<file path="src/rtl/histogram_engine_pkg.sv">
// Shared types and helpers for the histogram engine: FSM state encoding,
// element-to-bin slicing and the (optionally saturating) counter increment.
package histogram_engine_pkg;

   typedef enum logic [2:0] {
      ST_IDLE  = 3'd0,
      ST_CLEAR = 3'd1,
      ST_RUN   = 3'd2,
      ST_DRAIN = 3'd3,
      ST_DONE  = 3'd4
   } state_t;

   // Bin index is the top bits of the element; callers size-cast the result.
   function automatic logic [63:0] bin_slice(input logic [63:0] element, input int shift);
      return element >> shift;
   endfunction

   function automatic logic [63:0] sat_increment(input logic [63:0] old,
                                                 input int width,
                                                 input logic saturate);
      logic [63:0] ones;
      ones = (width >= 32'sd64) ? {64{1'b1}} : ((64'd1 << width) - 64'd1);
      if (saturate && ((old & ones) == ones)) begin
         return old & ones;
      end else begin
         return (old + 64'd1) & ones;
      end
   endfunction

endpackage

</file>
<file path="src/rtl/histogram_engine_rmw.sv">
// Read-modify-write stage: bin lookup, same-bin forwarding from the previous
// write, increment/saturate and the shared count-memory write port.
module histogram_rmw_stage
   import histogram_engine_pkg::*;
#(
   parameter int DATA_WIDTH     = 8,
   parameter int BIN_ADDR_WIDTH = 8,
   parameter int COUNT_WIDTH    = 32,
   parameter int SATURATE       = 0
) (
   input  logic                      clk,
   input  logic                      rst,
   input  logic                      elem_valid,
   input  logic [DATA_WIDTH-1:0]     element,
   input  logic                      clear_en,
   input  logic [BIN_ADDR_WIDTH-1:0] clear_addr,
   input  logic [COUNT_WIDTH-1:0]    rdata,
   output logic [BIN_ADDR_WIDTH-1:0] raddr,
   output logic [BIN_ADDR_WIDTH-1:0] waddr,
   output logic [COUNT_WIDTH-1:0]    wdata,
   output logic                      wen,
   output logic                      wr_pending
);

   logic [BIN_ADDR_WIDTH-1:0] bin_s;
   logic [COUNT_WIDTH-1:0]    old_s;
   logic [COUNT_WIDTH-1:0]    inc_s;
   logic                      wr_valid_r;
   logic [BIN_ADDR_WIDTH-1:0] wr_bin_r;
   logic                      fwd_valid_r;
   logic [BIN_ADDR_WIDTH-1:0] fwd_bin_r;
   logic [COUNT_WIDTH-1:0]    fwd_data_r;

   assign bin_s      = BIN_ADDR_WIDTH'(bin_slice(64'(element), DATA_WIDTH - BIN_ADDR_WIDTH));
   assign raddr      = elem_valid ? bin_s : {BIN_ADDR_WIDTH{1'b0}};
   assign wr_pending = wr_valid_r;

   // The previous element's write lands in the same cycle this bin was read,
   // so the RAM returns a stale count on a back-to-back hit.
   assign old_s = (fwd_valid_r && (fwd_bin_r == wr_bin_r)) ? fwd_data_r : rdata;
   assign inc_s = COUNT_WIDTH'(sat_increment(64'(old_s), COUNT_WIDTH, SATURATE != 0));

   // Pipeline registers: pending write and a one-deep copy of the last write.
   always_ff @(posedge clk or posedge rst) begin
      if (rst) begin
         wr_valid_r  <= 1'b0;
         wr_bin_r    <= {BIN_ADDR_WIDTH{1'b0}};
         fwd_valid_r <= 1'b0;
         fwd_bin_r   <= {BIN_ADDR_WIDTH{1'b0}};
         fwd_data_r  <= {COUNT_WIDTH{1'b0}};
      end else begin
         wr_valid_r  <= elem_valid;
         wr_bin_r    <= elem_valid ? bin_s : {BIN_ADDR_WIDTH{1'b0}};
         fwd_valid_r <= wr_valid_r;
         fwd_bin_r   <= wr_bin_r;
         fwd_data_r  <= wr_valid_r ? inc_s : {COUNT_WIDTH{1'b0}};
      end
   end

   // Write port: clear pass has priority; otherwise the pending increment.
   always_comb begin
      wen   = 1'b0;
      waddr = {BIN_ADDR_WIDTH{1'b0}};
      wdata = {COUNT_WIDTH{1'b0}};
      if (clear_en) begin
         wen   = 1'b1;
         waddr = clear_addr;
      end else if (wr_valid_r) begin
         wen   = 1'b1;
         waddr = wr_bin_r;
         wdata = inc_s;
      end else begin
         wen   = 1'b0;
      end
   end

endmodule

</file>
<file path="src/rtl/histogram_engine.sv">
// Pipelined histogram kernel: control FSM, clear counter and element issue;
// the bin read-modify-write lives in histogram_rmw_stage.
module histogram_engine
   import histogram_engine_pkg::*;
#(
   parameter int DATA_WIDTH     = 8,
   parameter int ADDR_WIDTH     = 12,
   parameter int BIN_ADDR_WIDTH = 8,
   parameter int COUNT_WIDTH    = 32,
   parameter int SATURATE       = 0
) (
   input  logic                      clk,
   input  logic                      rst,
   input  logic                      start,
   input  logic [ADDR_WIDTH:0]       len,
   input  logic                      clear_first,
   output logic                      busy,
   output logic                      valid,
   output logic [ADDR_WIDTH-1:0]     arg_0_raddr_0,
   input  logic [DATA_WIDTH-1:0]     arg_0_rdata_0,
   output logic [BIN_ADDR_WIDTH-1:0] arg_1_raddr_0,
   input  logic [COUNT_WIDTH-1:0]    arg_1_rdata_0,
   output logic [BIN_ADDR_WIDTH-1:0] arg_1_waddr_0,
   output logic [COUNT_WIDTH-1:0]    arg_1_wdata_0,
   output logic                      arg_1_wen_0
);

   state_t                    state_r, state_next;
   logic [ADDR_WIDTH:0]       len_r;
   logic [ADDR_WIDTH:0]       elem_cnt_r;
   logic [BIN_ADDR_WIDTH-1:0] clear_cnt_r;
   logic                      elem_valid_r;
   logic                      wr_pending_s;
   logic                      last_clear_s;
   logic                      last_elem_s;
   logic                      start_ok_s;

   assign start_ok_s   = start && ((state_r == ST_IDLE) || (state_r == ST_DONE));
   assign last_clear_s = (clear_cnt_r == {BIN_ADDR_WIDTH{1'b1}});
   assign last_elem_s  = (elem_cnt_r == (len_r - {{ADDR_WIDTH{1'b0}}, 1'b1}));

   assign busy          = (state_r == ST_CLEAR) || (state_r == ST_RUN) || (state_r == ST_DRAIN);
   assign valid         = (state_r == ST_DONE);
   assign arg_0_raddr_0 = (state_r == ST_RUN) ? elem_cnt_r[ADDR_WIDTH-1:0] : {ADDR_WIDTH{1'b0}};

   // State register.
   always_ff @(posedge clk or posedge rst) begin
      if (rst) begin
         state_r <= ST_IDLE;
      end else begin
         state_r <= state_next;
      end
   end

   // Next-state logic; DRAIN ends once the last read has reached the RMW stage.
   always_comb begin
      state_next = state_r;
      case (state_r)
         ST_IDLE, ST_DONE: begin
            if (start) begin
               if (clear_first) begin
                  state_next = ST_CLEAR;
               end else if (len == {(ADDR_WIDTH+1){1'b0}}) begin
                  state_next = ST_DONE;
               end else begin
                  state_next = ST_RUN;
               end
            end else begin
               state_next = state_r;
            end
         end
         ST_CLEAR: begin
            if (last_clear_s) begin
               state_next = (len_r == {(ADDR_WIDTH+1){1'b0}}) ? ST_DONE : ST_RUN;
            end else begin
               state_next = ST_CLEAR;
            end
         end
         ST_RUN: begin
            if (last_elem_s) begin
               state_next = ST_DRAIN;
            end else begin
               state_next = ST_RUN;
            end
         end
         ST_DRAIN: begin
            if (!elem_valid_r) begin
               state_next = ST_DONE;
            end else begin
               state_next = ST_DRAIN;
            end
         end
         default: state_next = ST_IDLE;
      endcase
   end

   // Run parameters, clear/element counters and the element-read valid flag.
   always_ff @(posedge clk or posedge rst) begin
      if (rst) begin
         len_r        <= {(ADDR_WIDTH+1){1'b0}};
         elem_cnt_r   <= {(ADDR_WIDTH+1){1'b0}};
         clear_cnt_r  <= {BIN_ADDR_WIDTH{1'b0}};
         elem_valid_r <= 1'b0;
      end else begin
         elem_valid_r <= (state_r == ST_RUN);
         if (start_ok_s) begin
            len_r       <= len;
            elem_cnt_r  <= {(ADDR_WIDTH+1){1'b0}};
            clear_cnt_r <= {BIN_ADDR_WIDTH{1'b0}};
         end else if (state_r == ST_CLEAR) begin
            clear_cnt_r <= clear_cnt_r + {{(BIN_ADDR_WIDTH-1){1'b0}}, 1'b1};
         end else if (state_r == ST_RUN) begin
            elem_cnt_r  <= elem_cnt_r + {{ADDR_WIDTH{1'b0}}, 1'b1};
         end else begin
            elem_cnt_r  <= elem_cnt_r;
         end
      end
   end

   histogram_rmw_stage #(
      .DATA_WIDTH    (DATA_WIDTH),
      .BIN_ADDR_WIDTH(BIN_ADDR_WIDTH),
      .COUNT_WIDTH   (COUNT_WIDTH),
      .SATURATE      (SATURATE)
   ) u_rmw (
      .clk       (clk),
      .rst       (rst),
      .elem_valid(elem_valid_r),
      .element   (arg_0_rdata_0),
      .clear_en  (state_r == ST_CLEAR),
      .clear_addr(clear_cnt_r),
      .rdata     (arg_1_rdata_0),
      .raddr     (arg_1_raddr_0),
      .waddr     (arg_1_waddr_0),
      .wdata     (arg_1_wdata_0),
      .wen       (arg_1_wen_0),
      .wr_pending(wr_pending_s)
   );

   logic unused_s;
   assign unused_s = wr_pending_s;

endmodule

</file>
<file path="config.mk">
export PLATFORM = sky130hd
export DESIGN_NAME = histogram_engine
export DESIGN_NICKNAME = d
export VERILOG_FILES = /design/src/rtl/histogram_engine_pkg.sv /design/src/rtl/histogram_engine_rmw.sv /design/src/rtl/histogram_engine.sv
export SDC_FILE = /design/constraint.sdc
export NUM_CORES = 1
export LEC_CHECK = 0
export BUFFER_PORTS_ARGS = -buffer_cell sky130_fd_sc_hd__buf_2
export CORE_ASPECT_RATIO = 1.2
export CORE_MARGIN = 1
export CORE_UTILIZATION = 51
export DETAILED_ROUTE_END_ITERATION = 7
export HOLD_SLACK_MARGIN = 0.06
export PLACE_DENSITY = 0.74
export SETUP_SLACK_MARGIN = 0.05
export SLEW_MARGIN = 20
export SYNTH_ARGS = -nofsm -noshare
export SYNTH_HDL_FRONTEND = slang
export SYNTH_HIERARCHICAL = 1
export SYNTH_SLANG_ARGS = --single-unit
</file>
<file path="constraint.sdc">
create_clock -name clk -period 3.5 [get_ports clk]
set_input_delay 0.35 -clock clk [delete_from_list [all_inputs] [get_ports clk]]
set_output_delay 0.35 -clock clk [all_outputs]
set_load 0.01 [all_outputs]
</file>
Word level (Yosys, flattened, before mapping)

Cells that the tools add are included.

Register bits after elaboration: 88
Latch bits: 0
Memory bits (writable): 0
ROM bits: 0
Input bits: 57
Output and inout port bits: 63
Logic and storage cells: 57
Memories kept: 0

Add/sub/neg operators: 4
$mul: 0
Divide/modulo/power cells: 0
$lt $le $gt $ge: 0
Equal/unequal tests: 9
Shift operators: 0
Mux-type cells: 22
Bitwise logic cells: 0
Reductions and logical operators: 12

Operators by type and width:

| kind                                                                 | count |
|---|---|
| 32-bit two-way mux                                                   | 3 |
| 8-bit two-way mux                                                    | 5 |
| 13-bit two-way mux                                                   | 3 |
| 32-bit by 1-bit adder with 32-bit output, second input constant      | 1 |
| 13-bit logical NOT                                                   | 2 |
| 3-bit two-way mux                                                    | 6 |
| 13-bit by 1-bit adder with 13-bit output, second input constant      | 1 |
| 13-bit == test                                                       | 1 |
| 13-bit by 1-bit subtractor with 13-bit output, second input constant | 1 |
| 12-bit two-way mux                                                   | 1 |
| 3-bit case mux with 4 select lines                                   | 1 |
| 8-bit by 1-bit adder with 8-bit output, second input constant        | 1 |
| 8-bit == test                                                        | 1 |
| 8-bit == test, second input constant                                 | 1 |
| 3-bit by 2-bit == test with 1-bit output, second input constant      | 2 |
| 2-bit inequality test, second input constant                         | 2 |
| 2-bit nonzero test                                                   | 2 |
| 3-bit by 1-bit == test with 1-bit output, second input constant      | 1 |
| 3-bit == test, second input constant                                 | 1 |
| 3-bit logical NOT                                                    | 1 |
| 1-bit logical OR                                                     | 3 |
| 1-bit two-way mux                                                    | 3 |
| 1-bit logical AND                                                    | 2 |
| 2-bit AND reduction                                                  | 1 |
| 2-bit OR reduction                                                   | 1 |

Logic depth before layout (Yosys ltp)

Word-level depth: 6
Mapped depth: 15
Gate-level depth less buffers: 12

Hierarchy

Netlist, hierarchy kept.

By module, submodules not included:

| module              | times used | cells an instance | area each (µm²) | seq. area each (µm²) |
|---|---|---|---|---|
| histogram_rmw_stage | 1          | 428               | 3595.9          | 1251.2 |
| histogram_engine    | 1          | 252               | 2383.5          | 950.9 |

Worst setup path before layout

No wires, ideal clock.

Path type: register to output
Start point: register u_rmw.wr_bin_r[7]
End point: output arg_1_wdata_0[26]
Arrival: 3.043 ns
Required time: 3.150 ns
Path slack: 0.107 ns
Cell stages (with the launch flop): 15
Path buffers: 2
Path through: dfrtp_1 xnor2_1 nand4_1 nor3_4 clkbuf_1 nand2_1 nand2_1 ha_1 buf_2 nand4_1 nor3_2 nand4b_1 mux2i_2 xnor2_1 and2_1

Longest elaborated chain between the ends: 6

Ends and longest elaborated chain:

| element                                  | line                       | RTL |
|---|---|---|
| from (decl)                              | histogram_engine_rmw.sv:29 | `logic [BIN_ADDR_WIDTH-1:0] wr_bin_r;` |
| from (signal assigned)                   | histogram_engine_rmw.sv:47 | `wr_bin_r <= {BIN_ADDR_WIDTH{1'b0}};` |
| from (signal assigned)                   | histogram_engine_rmw.sv:53 | `wr_bin_r <= elem_valid ? bin_s : {BIN_ADDR_WIDTH{1'b0}};` |
| 8-bit == test                            | histogram_engine_rmw.sv:40 | `assign old_s = (fwd_valid_r && (fwd_bin_r == wr_bin_r)) ? fwd_data_r : rdata;` |
| 1-bit logical AND                        | histogram_engine_rmw.sv:40 |  |
| 32-bit two-way mux                       | histogram_engine_rmw.sv:40 |  |
| 32-bit by 1-bit adder with 32-bit output | histogram_engine_pkg.sv:26 | `return (old + 64'd1) & ones;` |
| 32-bit two-way mux                       | histogram_engine_rmw.sv:68 | `end else if (wr_valid_r) begin` |
| 32-bit two-way mux                       | histogram_engine_rmw.sv:65 | `if (clear_en) begin` |
| to (decl)                                | histogram_engine.sv:24     | `output logic [COUNT_WIDTH-1:0] arg_1_wdata_0,` |

Every way passes these cells.

Worst setup path in the final report

Start point: register u_rmw.wr_bin_r[4]
End point: output arg_1_wdata_0[22]

Same word-level chain as after synthesis.

==> flow_summary.rst <==
.. list-table::
   :header-rows: 1

   * - Metric
     - Value
   * - Internal power consumption
     - 2630 uW
   * - First-pass detailed-route iteration total
     - 5
   * - Std cell rows
     - 42
   * - Drt first-iter violations
     - 254
   * - XOR/XNOR Fraction of Synth Area
     - 0.136
   * - Placement-stage cell area
     - 0.00670 sq mm
   * - Multiplexer area fraction after synthesis
     - 0.0586
   * - Number of synthesized register bits
     - 88
   * - Overall Power
     - 4350 uW
   * - Setup crit start kind
     - flop
   * - Post-cts hold buffer count
     - 0
   * - Area of the core
     - 0.0112 sq mm
   * - Number of cells on the critical path
     - 14
   * - Vias after detailed routing
     - 5496
   * - Endpoint of the worst-slack reg-to-reg timing path
     - u_rmw/fwd_data_r[22]
   * - FF-to-FF setup slack
     - 860 ps
   * - Post-synthesis net count
     - 741
   * - Average wire per standard cell
     - 16.8 microns
   * - CP endpoint kind
     - primary output
   * - Worst Path Max Fanout
     - 4
   * - Share of total power in combinational logic
     - 0.386
   * - Post-Synthesis Mean Instance Area
     - 8.79 sq um
   * - Endpoints failing hold
     - 0
   * - Main combinational cell family by area after synthesis
     - simple AND/OR/NAND/NOR gates
   * - Routed length on met1
     - 6230 microns
   * - Number of clock buffers inserted by TritonCTS
     - 9
   * - Slew at the pin closest to its max-slew limit
     - 895 ps
   * - Die Ht
     - 121 microns
   * - Cell with the largest stage delay on the worst path
     - dfrtp_1
   * - Net switching power figure
     - 1730 uW
   * - Antenna-violating nets left
     - 0
   * - Max-capacitance violation count
     - 0
   * - Worst setup path start
     - u_rmw/wr_bin_r[4]
   * - Chain of cells forming the critical path
     - xnor2_2, nand3_2, nor3_4, nand2_1, nand2_2, ha_4, nand4_1, nor3_4, buf_4, nand3b_1, xor2_1, mux2i_1, and2_1, buf_2
   * - Leading cell type in the layout, fill and taps excluded
     - buf_2
   * - Fraction of registers with async set or reset after synthesis
     - 1.00
   * - Met2 routed WL
     - 8250 microns
   * - Tmin final
     - 3370 ps
   * - Number of design rule violations left after detail routing
     - 0
   * - Layout-stage area growth over the synthesis result
     - 20.3%
   * - Cell occurring most often along the worst timing path
     - nor3_4
   * - Complex-gate fraction of the synthesized area
     - 0.0686
   * - Mapped cell area
     - 0.00598 sq mm
   * - CTS tree
     - built
   * - Clk_lat worst skew
     - 350 ps
   * - # diodes
     - 0
   * - Area of the die
     - 0.0122 sq mm
   * - Number of instances in the synthesized netlist
     - 680
   * - Proportion of synthesized chip area in sequential cells
     - 0.368
   * - Switching power share of the total
     - 0.396
   * - Timing endpoint of the critical path
     - arg_1_wdata_0[22]
   * - Class of the most critical hold timing path
     - input pin to async pin
   * - Maximum ir drop on the vdd rail
     - 441 uV
   * - Final count of negative-setup-slack endpoints
     - 0
   * - Portion of total power attributed to sequential cells
     - 0.373
   * - Via count of the first global-routing pass
     - 5418
   * - Clock power frac
     - 0.240
   * - Number of flops mapped to enable cells by yosys
     - 0
   * - Simple-gate portion of the synthesized area
     - 0.325
   * - CTS sink cnt
     - 88
   * - Endpoint required time on the critical path
     - 3150 ps
   * - Setup Crit Path Kind
     - flop to primary output
   * - Commonest cells after routing, fill and taps aside
     - 118 x buf_2, 88 x dfrtp_1, 71 x nor2_1
   * - Die width
     - 101 microns
   * - Source of the worst register-to-register timing path
     - u_rmw/wr_bin_r[4]
   * - H-Tree Depth
     - 3
   * - Global-route wire length before repair
     - 25900 microns
   * - Worst-path clk slew
     - 70 ps
   * - Routed vias/inst
     - 5.79
   * - Final-report max-slew violation count
     - 0
   * - HPWL Detailed
     - 12000 microns
   * - Starting Density
     - 0.532
   * - Adder and majority gate portion of the synthesized area
     - 0.00837
   * - Static leakage
     - 0.00337 uW
   * - Maximum frequency from static timing analysis
     - 297 MHz
   * - RD Place Congestion
     - 1.01
   * - Status
     - finished, final reports clean
   * - Number of warnings issued by yosys
     - 6
   * - Met3 WL post-DR
     - 905 microns
   * - Crit share post-route
     - 0.963
   * - Worst path arrival time
     - 3020 ps
   * - Overall routed net length
     - 16000 microns
   * - P per Cell Area
     - 605 mW/mm^2
   * - Largest net degree at the start of global routing
     - 51
   * - Proportion of layout cells with a drive suffix above 1
     - 0.262
   * - Congestion Overflow GR
     - 0
   * - Largest buffer count on any clock path
     - 2
   * - # nets final
     - 851
   * - Number of antenna violations at the first check in global routing
     - 0
   * - Fin Clk Skew
     - 7.55 ps
   * - Logic depth of the worst register-to-register path
     - 13
   * - Top-Level Pins
     - 120
   * - CTS Root Buffer Type
     - clkbuf_16
   * - Most common flop cell mapped by yosys
     - dfrtp_1
   * - Number of distinct library cells after synthesis
     - 68
   * - Final cell area excluding filler cells
     - 0.00719 sq mm
   * - Top routing layer used
     - met4
   * - Critical path's top delay family
     - simple AND/OR/NAND/NOR gates
   * - Number of buffers added on ports
     - 119
   * - Overall global routing resource usage
     - 0.274
   * - Relative slew slack
     - 0.402
   * - Count of buffer and inverter cells on the critical path
     - 2
   * - RSZ-0062 raised after global routing
     - yes
   * - CP peak stage delay
     - 420 ps
cell type report:
type	instances	area [sq um]
fillers	993	4050
multi-input cells	543	3710
flip-flops and latches	88	2200
repair buffers	134	718
clock buffers	10	229
well taps	154	193
clock inverters	6	91.3
inverters	14	53.8
layer usage:
metal	track usage	up-vias
li1	-	2593
met1	0.317	2654
met2	0.483	204
met3	0.0405	45
met4	0.149	0
met5	0	-
power by group through the flow:
stage,Clock [uW],Combinational (uW),Sequential (uW)
floorplan,0,1260,1470
global placement,0,1560,1600
detailed placement,0,1620,1620
CTS,1060,1630,1610
global route,1110,1840,1670
finish,1050,1680,1630
metrics by stage:
step | utilization | TNS [ps] | setup slack (ps) | hold slack [ps] | cells
floorplan | - | 0 | 107 | 393 | 680
CTS | 0.626 | 0 | 36.7 | 142 | 945
global placement | 0.596 | 0 | 396 | 401 | 929
detailed placement | 0.596 | 0 | 334 | 406 | 929
finish | 0.640 | 0 | 131 | 117 | 949
global route | 0.640 | -251 | -102 | 168 | 949
registers in the layout (all words and copies together), names as in the netlist:
name,flops
elem_valid_r,1
len_r,13
u_rmw/wr_bin_r,8
state_r,3
u_rmw/fwd_bin_r,8
elem_cnt_r,13
u_rmw/fwd_data_r,32
u_rmw/fwd_valid_r,1
clear_cnt_r,8
u_rmw/wr_pending,1
cells in the mapped netlist, drive strengths merged, types with 4 or more instances:
cell	instances	area, sq um
nor4	11	96.3
and2	51	320
a21oi	11	55.1
inv	14	52.6
and4	9	81.3
nand2b	4	25.0
o21ai	20	100
clkbuf	21	80.1
ha	4	50.1
or3	5	36.3
nor2	71	267
mux2	13	146
nand3	34	170
xnor2	45	394
buf	14	75.1
a211oi	5	37.5
nor3	20	126
xor2	48	420
dfrtp	88	2200
mux2i	20	204
and3	23	146
nor2b	5	31.3
nand4	38	259
nand2	71	267
worst register-to-register path, stage by stage, from the launching register on:
cell      delay, ps
dfrtp_1         420
xnor2_2         170
nand3_2         140
nor3_4          240
nand2_1          80
nand2_2         100
ha_4            130
nand4_1         170
nor3_4          330
buf_4           180
nand3b_1        100
xor2_1          200
mux2i_1         100
and2_1          180
worst min path at each step:
stage / endpoint / slack, ps / depth (start not counted)
6_report: len_r[1] / 120 / 3
5_1_grt: len_r[1] / 170 / 3
4_1_cts: len_r[0] / 140 / 3
3_5_place_dp: u_rmw/fwd_bin_r[1] / 410 / 0
3_3_place_gp: u_rmw/fwd_bin_r[0] / 400 / 0
2_1_floorplan: u_rmw/fwd_bin_r[0] / 390 / 0
logic make-up (layout without fill, tap and decap cells):
| family | after synthesis | in the layout |
|---|---|---|
| fa+ha+maj | 4 | 4 |
| flops | 88 | 88 |
| simple gates | 353 | 353 |
| buf+inv | 49 | 164 |
| xor+xnor | 93 | 93 |
| compound gates | 60 | 60 |
| mux | 33 | 33 |
timing repair:
item	CTS	global route
setup endpoints to repair	3	13
hold endpoints to repair	0	0
pin swaps	0	15
cloned	0	0
buffers inserted	0	4
gates resized for setup	3	21
Power figures use the tool's default switching activity.
